$ cat config.mk
export PLATFORM = sky130hd
export DESIGN_NAME = mux2_rr_arbiter
export DESIGN_NICKNAME = d
export VERILOG_FILES = /design/src/rtl/mux2_arb_pkg.sv /design/src/rtl/mux2_w.sv /design/src/rtl/mux2_rr_arbiter.sv
export SDC_FILE = /design/constraint.sdc
export NUM_CORES = 1
export LEC_CHECK = 0
export ABC_AREA = 0
export CORE_AREA = 2 2 39 41
export CTS_CLUSTER_SIZE = 28
export DETAILED_ROUTE_END_ITERATION = 7
export DIE_AREA = 0 0 41 43
export GPL_ROUTABILITY_DRIVEN = 0
export PLACE_DENSITY = 0.51
export SLEW_MARGIN = 10
export SYNTH_ARGS = -nofsm -noshare
export SYNTH_HDL_FRONTEND = slang
export SYNTH_HIERARCHICAL = 1
export SYNTH_SLANG_ARGS = --single-unit
$ cat constraint.sdc
create_clock -name clk -period 1.6 [get_ports clk]
set_input_delay 0.32 -clock clk [delete_from_list [all_inputs] [get_ports clk]]
set_output_delay 0.32 -clock clk [all_outputs]
set_load 0.01 [all_outputs]
$ cat src/rtl/mux2_arb_pkg.sv
// mux2_arb_pkg: shared types, constants and the round-robin pick helper
// for the two-requester arbitrated mux (mux2_rr_arbiter).
//
// Contents:
//   req_id_t  - 1-bit requester identifier
//   REQ0/REQ1 - requester ids
//   LAST_RST  - reset value of the "last granted" register, which gives
//               req0 first priority out of reset
//   rr_pick   - combinational round-robin choice between two requesters
package mux2_arb_pkg;

    typedef logic req_id_t;

    localparam req_id_t REQ0     = 1'b0;
    localparam req_id_t REQ1     = 1'b1;
    localparam req_id_t LAST_RST = REQ1;

    // A lone valid requester wins outright. When both are valid, or neither
    // is, the answer is the requester that was not granted last. With no
    // valid requester the value is only visible on sel and is don't-care.
    function automatic req_id_t rr_pick(
        input logic    v0,
        input logic    v1,
        input req_id_t last
    );
        req_id_t p;
        case ({v0, v1})
            2'b10:   p = REQ0;
            2'b01:   p = REQ1;
            default: p = ~last;
        endcase
        return p;
    endfunction

endpackage

$ cat src/rtl/mux2_w.sv
// mux2_w: WIDTH-bit 2:1 multiplexer, the shared datapath of mux2_rr_arbiter.
//
// Ports:
//   a - word selected when c = 0
//   b - word selected when c = 1
//   c - select
//   z - selected word (combinational)
module mux2_w #(
    parameter int WIDTH = 2
) (
    input  logic [WIDTH-1:0] a,
    input  logic [WIDTH-1:0] b,
    input  logic             c,
    output logic [WIDTH-1:0] z
);

    // Plain select; no registers in the datapath itself.
    always_comb begin
        if (c) begin
            z = b;
        end else begin
            z = a;
        end
    end

endmodule

$ cat src/rtl/mux2_rr_arbiter.sv
// mux2_rr_arbiter: two valid/ready requesters share one WIDTH-bit 2:1 mux.
// A round-robin arbiter drives the mux select and the chosen word is
// captured in a single-entry output register (1 word/cycle throughput).
//
// Ports:
//   clk, rst_n           - clock, asynchronous active-low reset
//   req0_valid/data      - requester 0 word;  req0_ready: accepted this cycle
//   req1_valid/data      - requester 1 word;  req1_ready: accepted this cycle
//   out_valid/out_data   - registered output word
//   out_ready            - consumer takes the output word
//   sel                  - mux select (0 = req0, 1 = req1), combinational
//   out_src              - registered id of the requester owning out_data
//
// Optional feature (macro MUX2_RR_ARBITER_STATS_EN):
//   grant_cnt0/grant_cnt1 - CNT_W-bit saturating per-requester grant counts
module mux2_rr_arbiter
    import mux2_arb_pkg::*;
#(
    parameter int WIDTH = 2,
    parameter int CNT_W = 8
) (
    input  logic             clk,
    input  logic             rst_n,
    input  logic             req0_valid,
    input  logic [WIDTH-1:0] req0_data,
    output logic             req0_ready,
    input  logic             req1_valid,
    input  logic [WIDTH-1:0] req1_data,
    output logic             req1_ready,
    output logic             out_valid,
    output logic [WIDTH-1:0] out_data,
    input  logic             out_ready,
    output logic             sel,
    output logic             out_src
`ifdef MUX2_RR_ARBITER_STATS_EN
    ,
    output logic [CNT_W-1:0] grant_cnt0,
    output logic [CNT_W-1:0] grant_cnt1
`endif
);

    logic             space_s;
    req_id_t          pick_s;
    logic             accept_s;
    logic [WIDTH-1:0] mux_z_s;

    logic             out_valid_r;
    logic [WIDTH-1:0] out_data_r;
    req_id_t          out_src_r;
    req_id_t          last_r;

    // Arbitration: room in the output register plus round-robin pick.
    // Space counts a word leaving this cycle, so drain and refill overlap.
    always_comb begin
        space_s = !out_valid_r || out_ready;
        pick_s  = rr_pick(req0_valid, req1_valid, last_r);
        if (space_s) begin
            req0_ready = req0_valid && (pick_s == REQ0);
            req1_ready = req1_valid && (pick_s == REQ1);
        end else begin
            req0_ready = 1'b0;
            req1_ready = 1'b0;
        end
    end

    assign sel      = pick_s;
    assign accept_s = req0_ready || req1_ready;

    mux2_w #(
        .WIDTH (WIDTH)
    ) u_mux (
        .a (req0_data),
        .b (req1_data),
        .c (sel),
        .z (mux_z_s)
    );

    // Output register and round-robin history. An accept wins over a
    // drain, so a simultaneous drain/accept just replaces the word.
    always_ff @(posedge clk or negedge rst_n) begin
        if (!rst_n) begin
            out_valid_r <= 1'b0;
            out_data_r  <= '0;
            out_src_r   <= REQ0;
            last_r      <= LAST_RST;
        end else if (accept_s) begin
            out_valid_r <= 1'b1;
            out_data_r  <= mux_z_s;
            out_src_r   <= pick_s;
            last_r      <= pick_s;
        end else if (space_s) begin
            // Either already empty or the consumer took the word.
            out_valid_r <= 1'b0;
        end else begin
            out_valid_r <= out_valid_r;
        end
    end

    assign out_valid = out_valid_r;
    assign out_data  = out_data_r;
    assign out_src   = out_src_r;

`ifdef MUX2_RR_ARBITER_STATS_EN
    localparam logic [CNT_W-1:0] CNT_ONE = {{(CNT_W-1){1'b0}}, 1'b1};

    logic [CNT_W-1:0] cnt0_r;
    logic [CNT_W-1:0] cnt1_r;

    // Saturating grant counters; they stop at all-ones instead of wrapping.
    always_ff @(posedge clk or negedge rst_n) begin
        if (!rst_n) begin
            cnt0_r <= '0;
            cnt1_r <= '0;
        end else begin
            if (req0_ready && (cnt0_r != {CNT_W{1'b1}})) begin
                cnt0_r <= cnt0_r + CNT_ONE;
            end
            if (req1_ready && (cnt1_r != {CNT_W{1'b1}})) begin
                cnt1_r <= cnt1_r + CNT_ONE;
            end
        end
    end

    assign grant_cnt0 = cnt0_r;
    assign grant_cnt1 = cnt1_r;
`else
    // Counters are absent; CNT_W only needs to be a legal width.
    if (CNT_W < 1) begin : g_cnt_w_unused
    end
`endif

endmodule

# Word-level counts from Yosys, hierarchy flattened
# Index checks and enable logic that the tools add are counted.
dict set report classes {
  eq_ne 2
  n_mux 6
  bitwise 2
  reduce_logical 6
}
# cell count
set ops {}
lappend ops {{$mux W1} 4}
lappend ops {{$eq A2 B1 Y1 const B} 1}
lappend ops {{$eq A2 B2 Y1 const B} 1}
lappend ops {{$logic_and A1 B1 Y1} 2}
lappend ops {{$logic_or A1 B1 Y1} 2}
lappend ops {{$mux W2} 1}
lappend ops {{$not A1 Y1} 2}
lappend ops {{$pmux W1 S2} 1}
lappend ops {{$reduce_bool A2 Y1} 1}
lappend ops {{$logic_not A1 Y1} 1}
dict set report totals {
  ff_bits 5
  wordCells 20
}

# Depth between registers and ports, before layout
dict set report logic_depth {
  depth_word 7
  ltp_mapped 7
  mapped_depth_nobuf 7
}

# Hierarchy
# Netlist, hierarchy kept.
# mod n_inst cells_per_inst area_per_inst_um2 seq_area_each_um2
set modules_own_cells {}
lappend modules_own_cells {mux2_rr_arbiter 1 22 290.3 126.4}
lappend modules_own_cells {mux2_w 1 2 22.5 0.0}

# Worst setup path after synthesis
# No wires, ideal clock.
dict set report synth_timing {
  kind {input to register}
  startpoint {input req0_valid}
  endpoint {register out_data_r[0] (netlist: out_data[0])}
  arrival_time_ns 1.652
  setup_slack_ns -0.177
  cell_stages 6
  cell_sequence {inv_1 > ha_1 > nand2b_4 > a221oi_4 > or2_4 > mux2_4}
}
dict set report synth_between {
  word_cells_on_any_way 10
}
# element line_no
set synth_lines {}
lappend synth_lines {{start, declared} mux2_rr_arbiter.sv:24} ;# input logic req0_valid,
lappend synth_lines {{$eq A2 B1 Y1 or $eq A2 B2 Y1 (tied branches)} mux2_arb_pkg.sv:27} ;# case ({v0, v1})
lappend synth_lines {{$pmux W1 S2 *} mux2_arb_pkg.sv:27}
lappend synth_lines {{$logic_and A1 B1 Y1 *} mux2_rr_arbiter.sv:59} ;# req1_ready = req1_valid && (pick_s == REQ1);
lappend synth_lines {{$mux W1 *} mux2_rr_arbiter.sv:57} ;# if (space_s) begin
lappend synth_lines {{named net req1_ready} mux2_rr_arbiter.sv:29} ;# output logic req1_ready,
lappend synth_lines {{$logic_or A1 B1 Y1 *} mux2_rr_arbiter.sv:67} ;# assign accept_s = req0_ready || req1_ready;
lappend synth_lines {{end signal, assigned} mux2_rr_arbiter.sv:88} ;# out_data_r <= mux_z_s;
lappend synth_lines {{end, declared} mux2_rr_arbiter.sv:48} ;# logic [WIDTH-1:0] out_data_r;
# Mark *: on every way through the listed nets, which the timed path passes. The rest lies on a longest branch.
# A chain may end at the register's enable or synchronous reset.

# Worst setup path after layout
dict set report layout_timing {
  startpoint {register last_r}
  endpoint {output req0_ready}
}
dict set report layout_between {
  elab_chain_cells 5
}
# element line_no
set layout_lines {}
lappend layout_lines {{start, declared} mux2_rr_arbiter.sv:50} ;# req_id_t last_r;
lappend layout_lines {{start signal, assigned} mux2_rr_arbiter.sv:90} ;# last_r <= pick_s;
lappend layout_lines {{$not A1 Y1} mux2_arb_pkg.sv:30} ;# default: p = ~last;
lappend layout_lines {{$pmux W1 S2} mux2_arb_pkg.sv:27}
lappend layout_lines {{$not A1 Y1} mux2_rr_arbiter.sv:58} ;# req0_ready = req0_valid && (pick_s == REQ0);
lappend layout_lines {{$logic_and A1 B1 Y1} mux2_rr_arbiter.sv:58}
lappend layout_lines {{$mux W1} mux2_rr_arbiter.sv:57}
lappend layout_lines {{end, declared} mux2_rr_arbiter.sv:26} ;# output logic req0_ready,
# No other way between the ends.

==> flow_summary.json <==
{
  "critPathSlowestCell": "dfstp_2",
  "critPathArrivalTime_ns": 1.26,
  "synthXorXnorAreaFrac": 0,
  "yosysMostFrequentCell": "dfrtp_1",
  "ys_ff_latch": 5,
  "drive_gt1_frac": 0.640,
  "cts_root_buf": "clkbuf_4",
  "switching_power_uw": 260,
  "grt_max_degree": 6,
  "finalPower_uw": 848,
  "cp-end-kind": "output port",
  "synth_edf_count": 0,
  "hold_viol": 0,
  "ys_types": 14,
  "setup.worst_path.class": "reg -> out",
  "slew_headroom": 0.850,
  "yosysWarnings": 6,
  "synth_flop_cell": "dfrtp_1",
  "grt_pass1_wl_um": 1370,
  "synth_compound_gate_area_share": 0.132,
  "worst_slew_pin_slew_ns": 0.224,
  "seq_area_um2": 128,
  "synthMuxAreaShare": 0.168,
  "power.density_nw_per_um2": 1400,
  "power.internal_uw": 588,
  "drt_iter0_drc": 0,
  "drc": 0,
  "crit_required_ns": 1.28,
  "wire_per_inst_um": 12.6,
  "path_buf_inv": 3,
  "syn_area_um2": 313,
  "seq_area_frac_synth": 0.404,
  "syn_avg_cell_area_um2": 13.0,
  "setup-tns-final_ns": 0,
  "io_pins": 16,
  "rsz0062_at_grt": "true",
  "synth_top_area_cell": "dfrtp_1",
  "vias": 272,
  "die_x_um": 41,
  "cts_buffers": 3,
  "outcome": "completed",
  "cp_common_cell": "buf_6",
  "core-area_um2": 1380,
  "r2r_cells": 7,
  "grt_usage": 0.118,
  "drv_slew": 0,
  "pwr-share-clk": 0.159,
  "vdd_drop_max_uv": 708,
  "timing.fmax_mhz": 634,
  "antenna_found_initial": 0,
  "p_sw_frac": 0.306,
  "cts_tree": "done",
  "clock_skew_ns": 0.000753,
  "cap_violations": 0,
  "synth_top_area_share": 0.320,
  "yosys.area_share.simple": 0.208,
  "rows": 14,
  "viasPerCell": 4.12,
  "utilization": 0.438,
  "totalWireLength_um": 829,
  "cpLargestDelayFamily": "flip-flops",
  "path_max_fanout": 2,
  "area_growth_pct": 93.6,
  "hold_class": "in -> async",
  "antenna_cells": 0,
  "floorplan.die_area_um2": 1760,
  "clk_path_buf_depth": 2,
  "initial_core_util": 0.226,
  "multi_input_comb_area_um2": 211,
  "hold_buffers": 0,
  "clock_sinks": 5,
  "start_kind": "register",
  "dr.pass1.iters": 1,
  "nets": 61,
  "period_needed_ns": 1.58,
  "synth_nets": 34,
  "die_h_um": 43,
  "rr_endpoint": "out_data[1]",
  "portBuffers": 15,
  "post-route-period-util": 0.986,
  "synth_commonest_cells": "dfrtp_1, inv_1",
  "htree_levels": 1,
  "ant_nets": 0,
  "synth_top_family_by_area": "simple AND/OR/NAND/NOR gates",
  "crit_chain": "nand2b_4, buf_6, nand4_4, inv_2, buf_6",
  "fillCellCount": 139,
  "netlist_instances": 24,
  "grt_pass1_vias": 323,
  "seqPwrFrac": 0.291,
  "slowest_delay_ns": 0.53,
  "setup_viol": 0,
  "clk_pin_slew_ns": 0.04,
  "synthTopCellsByArea": "dfrtp_1, mux2_4, nand2b_4",
  "synthAdderAreaFrac": 0.0400,
  "r2r-start": "last_r",
  "overflow": 0,
  "p_comb_frac": 0.549,
  "r2r_setup_slack_ns": 0.03,
  "clk_latency_ns": 0.23,
  "leakagePower_nw": 0.295,
  "hpwl_um": 663,
  "synthArstFlopShare": 1.00
}
[worst reg2reg max path, cell delays in order, from the launching register on]
cell	delay, ns
dfstp_2	0.53
nand2b_4	0.14
buf_6	0.12
nand4_4	0.07
inv_2	0.08
buf_4	0.10
or2_4	0.12
mux2_4	0.30
[cell usage in the layout, fill, tap and decap left out, drive strengths merged]
master and instances:
clkbuf 4, dlygate4sd2 1, nand4 1, a221oi 1
buf 12, or2 1, mux2 4, nand2b 4
nand2 1, clkdlybuf4s50 9, ha 1, dfstp 1
a21o 2, dfrtp 4, inv 4
[kinds of logic (layout without fill, tap and decap cells)]
logic type	after synthesis	after routing
AO/OA/AOI/OAI	3	3
adder cells (fa/ha/maj)	1	1
buffers and inverters	4	30
flip-flops	5	5
multiplexers	4	4
AND/OR/NAND/NOR	7	7
[sequential cells by signal, summed over array words and instances, names as in the netlist]
name	cells
last_r	1
out_data	2
out_src	1
out_valid	1
[final cells by class]
cell class / instances / area share
Clock buffer: 4 / 0.0434
Inverter: 4 / 0.0289
Multi-Input combinational cell: 15 / 0.349
Sequential cell: 5 / 0.211
Tap cell: 16 / 0.0331
Timing Repair Buffer: 22 / 0.335
[layer usage]
| layer | GRT usage | part of all wire | up-vias |
|---|---|---|---|
| li1 | - | - | 133 |
| met1 | 0.121 | 0.35 | 127 |
| met2 | 0.213 | 0.58 | 12 |
| met3 | 0.0157 | 0.074 | 0 |
| met4 | 0.0600 | 0 | 0 |
| met5 | 0 | 0 | - |
[worst max path at each step]
stage	from	endpoint	slack (ns)	depth (start not counted)
after floorplan	req1_valid	out_data[0]	-0.02	5
after CTS	last_r	out_data[0]	-0.004	6
final	last_r	req0_ready	0.02	5
after global placement	req0_valid	req1_ready	-0.79	6
after detailed placement	req0_valid	req1_ready	-0.81	6
after global routing	last_r	req0_ready	-0.03	5
[power groups by stage]
stage               registers, mW  clock network (mW)  logic [mW]
global route                0.251               0.158       0.492
floorplan                   0.256                   0       0.188
detailed placement          0.242                   0       0.444
finish                      0.247               0.135       0.465
global placement            0.237                   0       0.434
CTS                         0.246               0.142       0.477
[through the flow]
stage	setup WS (ns)	instances	hold WS (ns)	cell area, um2
final	0.0219	66	0.309	606
after global routing	-0.0323	66	0.316	606
after CTS	-0.00442	66	0.309	604
after detailed placement	-0.807	62	0.483	551
after global placement	-0.787	62	0.463	551
after floorplan	-0.0236	24	0.0244	328
[timing repair]
item,CTS,global route
pin swaps,3,2
gates resized for setup,32,2
gates cloned,0,0
setup endpoints to repair,7,5
buffers inserted,0,1
Note: power is estimated with default switching activity, not from simulation.
